`config.mk`:
```
export PLATFORM = sky130hd
export DESIGN_NAME = fifo_fill_ctrl
export DESIGN_NICKNAME = d
export VERILOG_FILES = /design/src/rtl/minilab1_pkg.sv /design/src/rtl/row_unpacker.sv /design/src/rtl/fifo_fill_ctrl.sv
export SDC_FILE = /design/constraint.sdc
export NUM_CORES = 1
export LEC_CHECK = 0
export ABC_AREA = 1
export ABC_CLOCK_PERIOD_IN_PS = 5790
export BUFFER_PORTS_ARGS = -buffer_cell sky130_fd_sc_hd__buf_2
export CAP_MARGIN = 20
export CORE_MARGIN = 2
export CORE_UTILIZATION = 53
export CTS_CLUSTER_DIAMETER = 50
export DETAILED_ROUTE_END_ITERATION = 10
export PLACE_DENSITY = 0.81
export SETUP_SLACK_MARGIN = 0.1
export SLEW_MARGIN = 30
export SYNTH_ARGS = -nofsm -noshare
export SYNTH_HDL_FRONTEND = slang
export SYNTH_SLANG_ARGS = --single-unit
```
`constraint.sdc`:
```
create_clock -name clk -period 5.79 [get_ports clk]
set_clock_uncertainty 0.15 [all_clocks]
set_input_delay 0.2895 -clock clk [delete_from_list [all_inputs] [get_ports clk]]
set_output_delay 0.2895 -clock clk [all_outputs]
set_load 0.02 [all_outputs]
```
`src/rtl/minilab1_pkg.sv`:
```
// Shared types and sizing for the systolic-array loader and the MAC/FIFO top.
// The fill controller's optional cycle counter is enabled with FIFO_FILL_PERF_EN.
package minilab1_pkg;

    localparam int FILL_DATA_WIDTH = 8;
    localparam int FILL_WORD_BYTES = 8;
    localparam int FILL_NUM_ROWS   = 9;
    localparam int FILL_ADDR_WIDTH = 32;

    localparam int WORD_WIDTH = FILL_DATA_WIDTH * FILL_WORD_BYTES;
    localparam int ROW_W      = $clog2(FILL_NUM_ROWS);

    typedef enum logic [2:0] {
        IDLE,
        REQ,
        WAIT,
        UNPACK,
        DONE
    } fill_state_t;

endpackage

```
`src/rtl/row_unpacker.sv`:
```
// Holds one memory word and hands it out LSB byte first, one byte per accepted write.
// The byte index only moves on a real write, so a full FIFO stalls without dropping data.
module row_unpacker
    import minilab1_pkg::*;
#(
    parameter int DATA_WIDTH = FILL_DATA_WIDTH,
    parameter int WORD_BYTES = FILL_WORD_BYTES
) (
    input  logic                             clk,
    input  logic                             rst_n,
    input  logic                             load,
    input  logic [DATA_WIDTH*WORD_BYTES-1:0] word,
    input  logic                             active,
    input  logic                             full,
    output logic [DATA_WIDTH-1:0]            byte_data,
    output logic                             wr_en,
    output logic                             last
);

    localparam int WORD_W = DATA_WIDTH * WORD_BYTES;
    localparam int IDX_W  = (WORD_BYTES > 1) ? $clog2(WORD_BYTES) : 1;

    logic [WORD_W-1:0] word_q;
    logic [IDX_W-1:0]  byte_idx;

    // Word storage is pure data; the index below decides what is valid.
    always_ff @(posedge clk) begin
        if (load) begin
            word_q <= word;
        end
    end

    always_ff @(posedge clk or negedge rst_n) begin
        if (!rst_n) begin
            byte_idx <= '0;
        end else if (load) begin
            byte_idx <= '0;
        end else if (wr_en) begin
            byte_idx <= last ? '0 : byte_idx + IDX_W'(1);
        end
    end

    assign wr_en     = active & ~full;
    assign last      = wr_en && (byte_idx == IDX_W'(WORD_BYTES - 1));
    assign byte_data = word_q[byte_idx*DATA_WIDTH +: DATA_WIDTH];

endmodule

```
`src/rtl/fifo_fill_ctrl.sv`:
```
// Loads the systolic array's row FIFOs: one memory word per row, unpacked into one byte per cycle.
// Define FIFO_FILL_PERF_EN to add the perf_cycles busy-cycle counter output.
module fifo_fill_ctrl
    import minilab1_pkg::*;
#(
    parameter int DATA_WIDTH = FILL_DATA_WIDTH,
    parameter int WORD_BYTES = FILL_WORD_BYTES,
    parameter int NUM_ROWS   = FILL_NUM_ROWS,
    parameter int ADDR_WIDTH = FILL_ADDR_WIDTH
) (
    input  logic                             clk,
    input  logic                             rst_n,
    input  logic                             start,
    input  logic [ADDR_WIDTH-1:0]            base_addr,
    output logic                             busy,
    output logic                             done,
    output logic [ADDR_WIDTH-1:0]            mem_address,
    output logic                             mem_read,
    input  logic                             mem_waitrequest,
    input  logic [DATA_WIDTH*WORD_BYTES-1:0] mem_readdata,
    input  logic                             mem_readdatavalid,
    output logic [NUM_ROWS-1:0]              fifo_wren,
    output logic [DATA_WIDTH-1:0]            fifo_wdata,
    input  logic [NUM_ROWS-1:0]              fifo_full
`ifdef FIFO_FILL_PERF_EN
    ,
    output logic [31:0]                      perf_cycles
`endif
);

    localparam int ROW_CNT_W = (NUM_ROWS > 1) ? $clog2(NUM_ROWS) : 1;

    fill_state_t            state, state_nxt;
    logic [ROW_CNT_W-1:0]   row;
    logic [ADDR_WIDTH-1:0]  base_q;
    logic                   start_ok;
    logic                   word_load;
    logic                   unpack_active;
    logic [DATA_WIDTH-1:0]  byte_data;
    logic                   byte_wr;
    logic                   byte_last;

    assign start_ok      = (state == IDLE) && start;
    assign word_load     = (state == WAIT) && mem_readdatavalid;
    assign unpack_active = (state == UNPACK);

    always_ff @(posedge clk or negedge rst_n) begin
        if (!rst_n) begin
            state <= IDLE;
        end else begin
            state <= state_nxt;
        end
    end

    always_comb begin
        state_nxt = state;
        unique case (state)
            IDLE:    if (start) state_nxt = REQ;
            REQ:     if (!mem_waitrequest) state_nxt = WAIT;
            WAIT:    if (mem_readdatavalid) state_nxt = UNPACK;
            UNPACK:  if (byte_last) state_nxt = (row == ROW_CNT_W'(NUM_ROWS - 1)) ? DONE : REQ;
            DONE:    state_nxt = IDLE;
            default: state_nxt = IDLE;
        endcase
    end

    always_ff @(posedge clk or negedge rst_n) begin
        if (!rst_n) begin
            row <= '0;
        end else if (start_ok) begin
            row <= '0;
        end else if (byte_last && (row != ROW_CNT_W'(NUM_ROWS - 1))) begin
            row <= row + ROW_CNT_W'(1);
        end
    end

    always_ff @(posedge clk) begin
        if (start_ok) begin
            base_q <= base_addr;
        end
    end

    // Address is gated by state so it reads zero whenever no request is open.
    assign mem_read    = (state == REQ);
    assign mem_address = mem_read ? base_q + ADDR_WIDTH'(row) : '0;
    assign busy        = (state != IDLE);
    assign done        = (state == DONE);

    row_unpacker #(
        .DATA_WIDTH (DATA_WIDTH),
        .WORD_BYTES (WORD_BYTES)
    ) u_row_unpacker (
        .clk       (clk),
        .rst_n     (rst_n),
        .load      (word_load),
        .word      (mem_readdata),
        .active    (unpack_active),
        .full      (fifo_full[row]),
        .byte_data (byte_data),
        .wr_en     (byte_wr),
        .last      (byte_last)
    );

    // Write port is registered: the FIFO sees the write one cycle after the full check.
    always_ff @(posedge clk or negedge rst_n) begin
        if (!rst_n) begin
            fifo_wren  <= '0;
            fifo_wdata <= '0;
        end else begin
            fifo_wren <= byte_wr ? (NUM_ROWS'(1) << row) : '0;
            if (byte_wr) begin
                fifo_wdata <= byte_data;
            end
        end
    end

`ifdef FIFO_FILL_PERF_EN
    always_ff @(posedge clk or negedge rst_n) begin
        if (!rst_n) begin
            perf_cycles <= '0;
        end else if (start_ok) begin
            perf_cycles <= '0;
        end else if (busy && (perf_cycles != 32'hFFFF_FFFF)) begin
            perf_cycles <= perf_cycles + 32'd1;
        end
    end
`endif

endmodule

```
Word level (Yosys, flattened, before mapping)
Cells that the tools add are included.

Register bits: 123. Input bits: 110. Output and inout port bits: 52. Word-level logic and storage cells: 50.

Add/subtract/negate cells: 3. Magnitude comparators: 1. Equality and inequality tests: 11. Shift operators: 2. Muxes and demuxes: 15. Bitwise operators: 2. Reduce and logical (&&, ||, !) cells: 9.

Operator list (count): 64-bit by 7-bit variable part select with 8-bit output (1); 32-bit by 4-bit adder with 32-bit output (1); 32-bit two-way mux (1); 3-bit two-way mux (8); 3-bit one-hot mux with 4 select lines (1); 9-bit two-way mux (1); 1-bit by 4-bit << shifter with 9-bit output, first input constant (1); 4-bit two-way mux (2); 2-bit != test, second input constant (4); 3-bit by 2-bit == test with 1-bit output, second input constant (2); 3-bit == test, second input constant (2); 4-bit by 5-bit < comparator with 1-bit output, second input constant (1); 4-bit by 1-bit adder with 4-bit output, second input constant (1); 1-bit binary-select mux with 4-bit select (1); 4-bit == test, second input constant (1); 1-bit logical AND (4); 4-bit != test, second input constant (1); 4-bit AND reduction (1); 2-bit nonzero test (2); 3-bit by 1-bit adder with 3-bit output, second input constant (1); 3-bit by 1-bit == test with 1-bit output, second input constant (1); 3-bit zero test (1); 3-bit nonzero test (1); 1-bit bitwise AND (1); 2 further kinds (2).

Longest topological paths before layout
Gate-level depths: netlist of the first run.

Depth after elaboration: 8. Depth in mapped cells: 12.

Cells and area by module
Synthesis of the first run repeated with hierarchy kept, for this count alone.

Cell total of the unflattened synthesis: 728. Area total of the unflattened synthesis: 6398.6 µm².

By module, submodules not included: fifo_fill_ctrl (instances 1, cells an instance 432, area an instance 3377.0 µm²); row_unpacker (instances 1, cells an instance 296, area an instance 3021.6 µm²).

Worst setup path before layout of the first run
OpenSTA, ideal clock, no wires.

Path kind: register to register. Start point: register state[0]. End point: register u_row_unpacker.word_q[0] (enable). Library setup time: 0.489 ns. Arrival time: 3.470 ns. Data required time: 5.151 ns. Path slack: 1.681 ns. Cell stages (with the launch flop): 4. Path buffers: 0. Cells stage by stage: dfrtp_1 > nor2_1 > nand2_1 > nor2_1.

Cells in the longest elaborated chain, start to end: 2.

RTL lines: start: declaration (RTL line fifo_fill_ctrl.sv:33) `fill_state_t state, state_nxt;`; start signal: assignment (RTL line fifo_fill_ctrl.sv:51) `state <= state_nxt;`; 3-bit by 2-bit == test with 1-bit output (RTL line fifo_fill_ctrl.sv:44) `assign word_load = (state == WAIT) && mem_readdatavalid;`; 1-bit logical AND (RTL line fifo_fill_ctrl.sv:44); via u_row_unpacker.load (RTL line row_unpacker.sv:11) `input logic load,`; end signal: assignment (RTL line row_unpacker.sv:29) `word_q <= word;`; end: declaration (RTL line row_unpacker.sv:23) `logic [WORD_W-1:0] word_q;`.

The timed path passes the listed nets, and every way through them passes these cells. A chain may end at the register's enable or synchronous reset.

Worst setup path after layout of the first run
Start point: register row[0]. End point: output mem_address[14].

Cells in the longest elaborated chain, start to end: 2.

RTL lines: start: declaration (RTL line fifo_fill_ctrl.sv:34) `logic [ROW_CNT_W-1:0] row;`; start signal: assignment (RTL line fifo_fill_ctrl.sv:73) `row <= row + ROW_CNT_W'(1);`; 32-bit by 4-bit adder with 32-bit output (RTL line fifo_fill_ctrl.sv:85) `assign mem_address = mem_read ? base_q + ADDR_WIDTH'(row) : '0;`; 32-bit two-way mux (RTL line fifo_fill_ctrl.sv:85); end: declaration (RTL line fifo_fill_ctrl.sv:17) `output logic [ADDR_WIDTH-1:0] mem_address,`.

Every way passes these cells.

==> results of run 1 <==
-- worst max-delay path, stage by stage (launching register included) --
cell and delay (ps):
dfrtp_1 520, ha_1 220, inv_1 60, fa_1 410
inv_1 90, nand3_1 70, nand2_1 160, nand2_1 120
nor3_1 280, o21ai_0 140, a31oi_1 210, buf_2 200
-- power breakdown --
part           switching [mW]  internal, mW  leakage [nW]  total, mW
Sequential              0.134          1.16          1.24       1.29
Clock                   0.397         0.562         0.243      0.959
Combinational           0.648         0.332          2.20      0.980
-- flip-flops by register name, indices dropped and copies added, names as in the netlist --
| signal | count |
|---|---|
| u_row_unpacker.word_q | 64 |
| base_q | 32 |
| fifo_wren | 9 |
| fifo_wdata | 8 |
| row | 4 |
| state | 3 |
| u_row_unpacker.byte_idx | 3 |
-- cell usage after synthesis --
cell	count	area, um2
o211ai_1	2	15.0
nor2_2	3	18.8
inv_2	3	11.3
o21ai_2	1	8.76
a31oi_1	2	12.5
o32ai_1	16	140
inv_1	53	199
buf_12	1	20.0
buf_6	1	11.3
buf_2	6	30.0
buf_8	1	15.0
nor2_1	108	405
a21oi_1	10	50.1
nand2_1	121	454
nand2_4	1	11.3
clkbuf_1	6	22.5
nor3_1	17	85.1
xnor2_1	4	35.0
ha_1	12	150
dfrtp_1	27	676
buf_1	2	7.51
o21ai_0	26	130
nand2_8	1	20.0
and2_4	1	8.76
o21ai_1	3	15.0
edfxtp_1	96	2880
nor2_4	1	11.3
nor3b_1	2	15.0
fa_1	1	20.0
nand3_2	3	30.0
xor2_1	14	123
nand4_1	14	87.6
nand3_1	31	155
nor4_1	3	18.8
and3_1	2	12.5
nand2_2	3	18.8
nand4_2	1	12.5
nor3_2	1	10.0
-- per-layer routing --
metal	track usage, %	share of wire (%)	vias up	wire, um
met5	0	0	-	0
met2	53.5	51	374	9350
met3	8.95	9.2	68	1700
met4	17.4	3.8	0	703
met1	35.8	36	2587	6690
li1	-	-	2570	-
-- what timing repair did --
item / 4_1_cts / 5_1_grt
buffers inserted: 0 / 0
hold buffers: 97 / 0
resized for setup: 0 / 0
endpoints found under the hold margin: 123 / 0
-- cell type report --
class	instances	area share [%]
Sequential cell	123	42.6
Multi-Input combinational cell	404	25.0
Timing Repair Buffer	261	21.5
Clock buffer	19	5.05
Inverter	56	2.52
Tap cell	140	2.10
Clock inverter	12	1.20
-- cell families (layout without fill, tap and decap cells) --
group / Yosys count / after routing
DFF: 123 / 123
adders and majority gates: 13 / 13
xor gates and xnor gates: 18 / 18
buffers and inverters: 73 / 348
and+or+nand+nor: 313 / 313
AOI/OAI and AO/OA: 60 / 60
-- worst max-delay path by stage --
stage,from,end,depth (start not counted)
floorplan,state[0],u_row_unpacker.word_q[0],3
CTS,state[1],mem_address[11],4
finish,row[0],mem_address[14],11
global route,row[1],mem_address[14],10
global placement,state[1],mem_address[11],4
detailed placement,state[1],mem_address[11],4
-- metrics by stage --
step | setup WS, ps | hold WS [ps]
finish | 2350 | 126
global route | 2120 | 138
CTS | 2380 | 94.5
detailed placement | 2950 | 187
global placement | 3050 | 172
floorplan | 1680 | -156
==> run metrics, run 1 <==
status complete, no violations; Pwr Density 386 nW/um2; starting density of the core 54.6%; capturing element type of the critical path output pin; Layout area overhead 40.4%; CP Class reg2out; Power Total 3.23 mW; final setup fails 0; Die Y 110 um; crit share post-route 59.4%; routed vias/inst 5.52; Yosys cell types 38; Post-DRT Antenna Nets 0; Synth Area per Inst 9.92 um2; CP Data Required Time 5350 ps; clock latency on the worst-skew pair 530 ps; DP HPWL 10,300 um; leakage power total 3.68 nW; hold-critical path depth 4; Synth Area in Adders 2.86%; minimum clock period 3440 ps; most frequent cells in the layout 161 x buf_2, 121 x nand2_1, 106 x nor2_1, 97 x dlygate4sd3_1, 96 x edfxtp_1; Mapped Area 5950 um2; CP Max Fanout 9; total number of vias 5,599; measured slew at the worst slew-check pin 817 ps; Site Rows 38; Inserted Diodes 0; r2r endpoint state[0]; share of layout cells above drive strength 1 24.7%; CP arrival 3000 ps; Overall Global Routing Usage 31.6%; GPL Wtd Cong 0.907; CTS Buffer Depth 2; nets 986; r2r startpoint state[1]; Achievable Freq 291 MHz; final std cells w/o fill 1,015; cts bufs inserted 17; mux cell area share after synthesis 0%; I/O pin count 162; cells on worst reg2reg path 6; Die Wd 110 um; XOR/XNOR Fraction of Synth Area 2.65%; Hold Path End state[1]; post-synthesis sequential area ratio 59.8%; Gate Count Post-Synth 600; Max Slew Vio Count 0; Clock transition at path regs 60 ps; register area 3560 um2; core area 10,900 um2; maximum level of the CTS H-tree 4; WL/cell 18.2 um; FILL cells 688; commonest non-fill, non-tap cell in the layout buf_2; initial antenna violation count 0; Hold/Removal Path Class in2reg; area of the multi-input gates 2090 um2; vias in the first global route 5,533; final wirelength 18,400 um; clock sink count 123; Synth Area in Simple Gates 23.1%; Post-Place Cells 887; Initial DRT Pass Iterations 5; max-cap violations 0; GRT overflow 0; Final Hold Viols 0; Placed Area 6860 um2; slack of the worst reg-to-reg path 3350 ps; Setup crit start kind register; RSZ-0062 raised after global routing no; CTS tree built; die area 12,100 um2; Hold Startpoint mem_waitrequest; largest family of logic cells by synthesized area simple AND/OR/NAND/NOR gates; Mapped Nets 723; setup TNS 0 ps; compound-cell area share of the yosys netlist 6.25%; initial DRC count 608; register bit total from synthesis 123; Slew HR 45.5%; synth warn 0; finished layout cell area 8360 um2; Root Driver clkbuf_8; drt drc 0; port bufs 161; Max VDD drop 0.298 mV; global-route wire length before repair 27,800 um; fin util 76.7%; largest net degree at the start of global routing 66
(Power assumes the default switching activity.)
==> inputs of run 2 (changes only) <==
--- a/config.mk
+++ b/config.mk
@@ -6,14 +6,14 @@
 export NUM_CORES = 1
 export LEC_CHECK = 0
 export ABC_AREA = 1
-export ABC_CLOCK_PERIOD_IN_PS = 5790
+export ABC_CLOCK_PERIOD_IN_PS = 2790
 export BUFFER_PORTS_ARGS = -buffer_cell sky130_fd_sc_hd__buf_2
 export CAP_MARGIN = 20
 export CORE_MARGIN = 2
-export CORE_UTILIZATION = 53
+export CORE_UTILIZATION = 48
 export CTS_CLUSTER_DIAMETER = 50
 export DETAILED_ROUTE_END_ITERATION = 10
-export PLACE_DENSITY = 0.81
+export PLACE_DENSITY = 0.77
 export SETUP_SLACK_MARGIN = 0.1
 export SLEW_MARGIN = 30
 export SYNTH_ARGS = -nofsm -noshare
==> constraint.sdc (replaced) <==
create_clock -name clk -period 2.79 [get_ports clk]
set_clock_uncertainty 0.15 [all_clocks]
set_input_delay 0.1395 -clock clk [delete_from_list [all_inputs] [get_ports clk]]
set_output_delay 0.1395 -clock clk [all_outputs]
set_load 0.02 [all_outputs]
==> run 2 against run 1 <==
Effect of this change: global-route usage down 3.6 points; setup slack got worse by 2200 ps; clock-buffer cell count decreased by 2; largest power group unchanged; combinational power grew 110%; die area is 10% higher; worst hold slack worse by 60 ps; sequential power up 110%; total power grew 110%; register-to-register slack got worse by 2700 ps; critical endpoint is now mem_address[15]; sequential cell count unchanged.
==> run metrics, run 2 (synthesized netlist as in run 1, its figures left out) <==
WL/cell 17.2 um (-5.5%); vias in the first global route 5,612 (+1.4%); final hold slack 65.7 ps (-60.3 ps); Hold Startpoint mem_readdatavalid; CTS Buffer Depth 2 (unchanged); most frequent cells in the layout 153 x buf_2, 118 x nand2_1, 103 x nor2_1, 97 x dlygate4sd3_1, 96 x edfxtp_1; CP Max Fanout 6 (-3); DP HPWL 10,200 um (-0.39%); Slew HR 45.6% (about the same); slack of the worst reg-to-reg path 640 ps (-2710 ps); number of flip-flops in the largest register 64 (unchanged); RSZ-0062 raised after global routing yes; Site Rows 40 (+5.3%); Hold/Removal Path Class in2reg; max-cap violations 0 (unchanged); starting density of the core 49.3% (-5.3 points); status complete, no violations; routed vias/inst 5.33 (-3.4%); initial antenna violation count 0 (unchanged); Setup crit start kind register; cells along the critical path ha_4 > nand3_1 > nand3_2 > nand2_1 > nand2_2 > inv_2 > nor3_2 > o21ai_0 > a21oi_1 > buf_2; CTS tree built; Final Hold Viols 0 (unchanged); Placed Area 6950 um2 (+1.4%); Die Wd 115 um (+4.9%); final std cells w/o fill 1,054 (+3.8%); port bufs 161 (unchanged); nets 996 (+1.0%); final setup fails 0 (unchanged); final wirelength 18,100 um (-1.8%); measured slew at the worst slew-check pin 817 ps (-0.254 ps); CP Buf/Inv Count 2 (-1); Clock transition at path regs 60 ps (about the same); slowest CP cell dfrtp_1; Achievable Freq 375 MHz; Top reg by flops u_row_unpacker.word_q; Pwr Density 797 nW/um2 (+110%); CP arrival 2380 ps (-620 ps); I/O pin count 162 (unchanged); post-route setup slack 122 ps (-2230 ps); hold-critical path depth 4 (unchanged); share of layout cells above drive strength 1 27.8% (+3.1 points); max incr delay on CP 470 ps (-50 ps); Post-DRT Antenna Nets 0 (unchanged); Max VDD drop 0.521 mV (+75%); commonest non-fill, non-tap cell in the layout buf_2; largest net degree at the start of global routing 66 (unchanged); Initial DRT Pass Iterations 7 (+2); CP delay by family, top simple AND/OR/NAND/NOR gates; crit share post-route 95.6%; GPL Wtd Cong 0.923 (+1.8%); cts bufs inserted 17 (unchanged); drt drc 0 (unchanged); cells on worst reg2reg path 9 (+3); finished layout cell area 8670 um2 (+3.8%); global-route wire length before repair 28,100 um (+1.3%); total number of vias 5,614 (+0.27%); Overall Global Routing Usage 27.9% (-3.6 points); fin util 71.9% (-4.9 points); maximum level of the CTS H-tree 4 (unchanged); r2r startpoint state[0]; clock latency on the worst-skew pair 420 ps (-110 ps); worst slack, placed 364 ps (-2590 ps); clock sink count 123 (unchanged); core area 12,100 um2 (+11%); Hold Path End state[1]; Layout area overhead 45.7%; die area 13,300 um2 (+10%); CP Class reg2out; leakage power total 3.79 nW (+3.1%); Max Slew Vio Count 0 (unchanged); Root Driver clkbuf_16; setup TNS 0 ps (unchanged); CP Data Required Time 2500 ps (-2850 ps); r2r endpoint state[0]; minimum clock period 2670 ps; GRT overflow 0 (unchanged); Post-Place Cells 921 (+3.8%); initial DRC count 607 (-0.16%); capturing element type of the critical path output pin; Power Total 6.91 mW (+110%); Die Y 115 um (+4.9%); top flop regs u_row_unpacker.word_q x64, base_q x32, fifo_wren x9
## run 2: changes by cell type in the layout (fill, tap and decap cells not counted), sizes merged
cell and delta:
bufinv +1, clkinvlp -3, inv +2, buf +10, diode +1, clkinv +2, clkbuf -2
## run 2: worst max path at each step
stage                          from               to  slack [ps]  cells after the start
after global placement       row[0]  mem_address[30]         440                     12
after global routing      base_q[0]  mem_address[30]          -3                     12
final                        row[2]  mem_address[15]         120                     10
after floorplan              row[0]  mem_address[30]         360                     11
after CTS                    row[0]  mem_address[30]         100                     12
after detailed placement  base_q[0]  mem_address[30]         360                     12
## run 2: cell type report
| type | count | area [um2] |
|---|---|---|
| Clock inverter | 14 | 146 |
| Clock buffer | 17 | 425 |
| Inverter | 56 | 210 |
| Tap cell | 168 | 210 |
| Fill cell | 804 | 3390 |
| Timing Repair Buffer | 271 | 1910 |
| Sequential cell | 123 | 3560 |
| Multi-Input combinational cell | 404 | 2210 |
| Antenna cell | 1 | 2.50 |
## run 2: tightest hold or removal path, cell delays in order
cell	delay, ps
buf_2	100
inv_1	90
nand3_1	150
o211ai_1	100
## run 2: power breakdown
part           internal [mW]  switching, mW
registers               2.39          0.260
logic                  0.750           1.35
clock network           1.31          0.844
## run 2: what timing repair did
item,in CTS,in global routing
resized for setup,13,23
setup endpoints to repair,17,16
pin swaps,0,4
hold endpoints to repair,123,0
hold buffers,97,0
setup buffers,0,4
## run 2: routing by layer
| layer | global-route usage [%] | vias up | part of all wire, % | routed length (um) |
|---|---|---|---|---|
| met4 | 11.5 | 0 | 2.8 | 510 |
| met2 | 48.2 | 319 | 51 | 9210 |
| li1 | - | 2594 | - | - |
| met5 | 0 | - | 0 | 0 |
| met3 | 5.96 | 51 | 7.1 | 1290 |
| met1 | 34.1 | 2650 | 39 | 7090 |
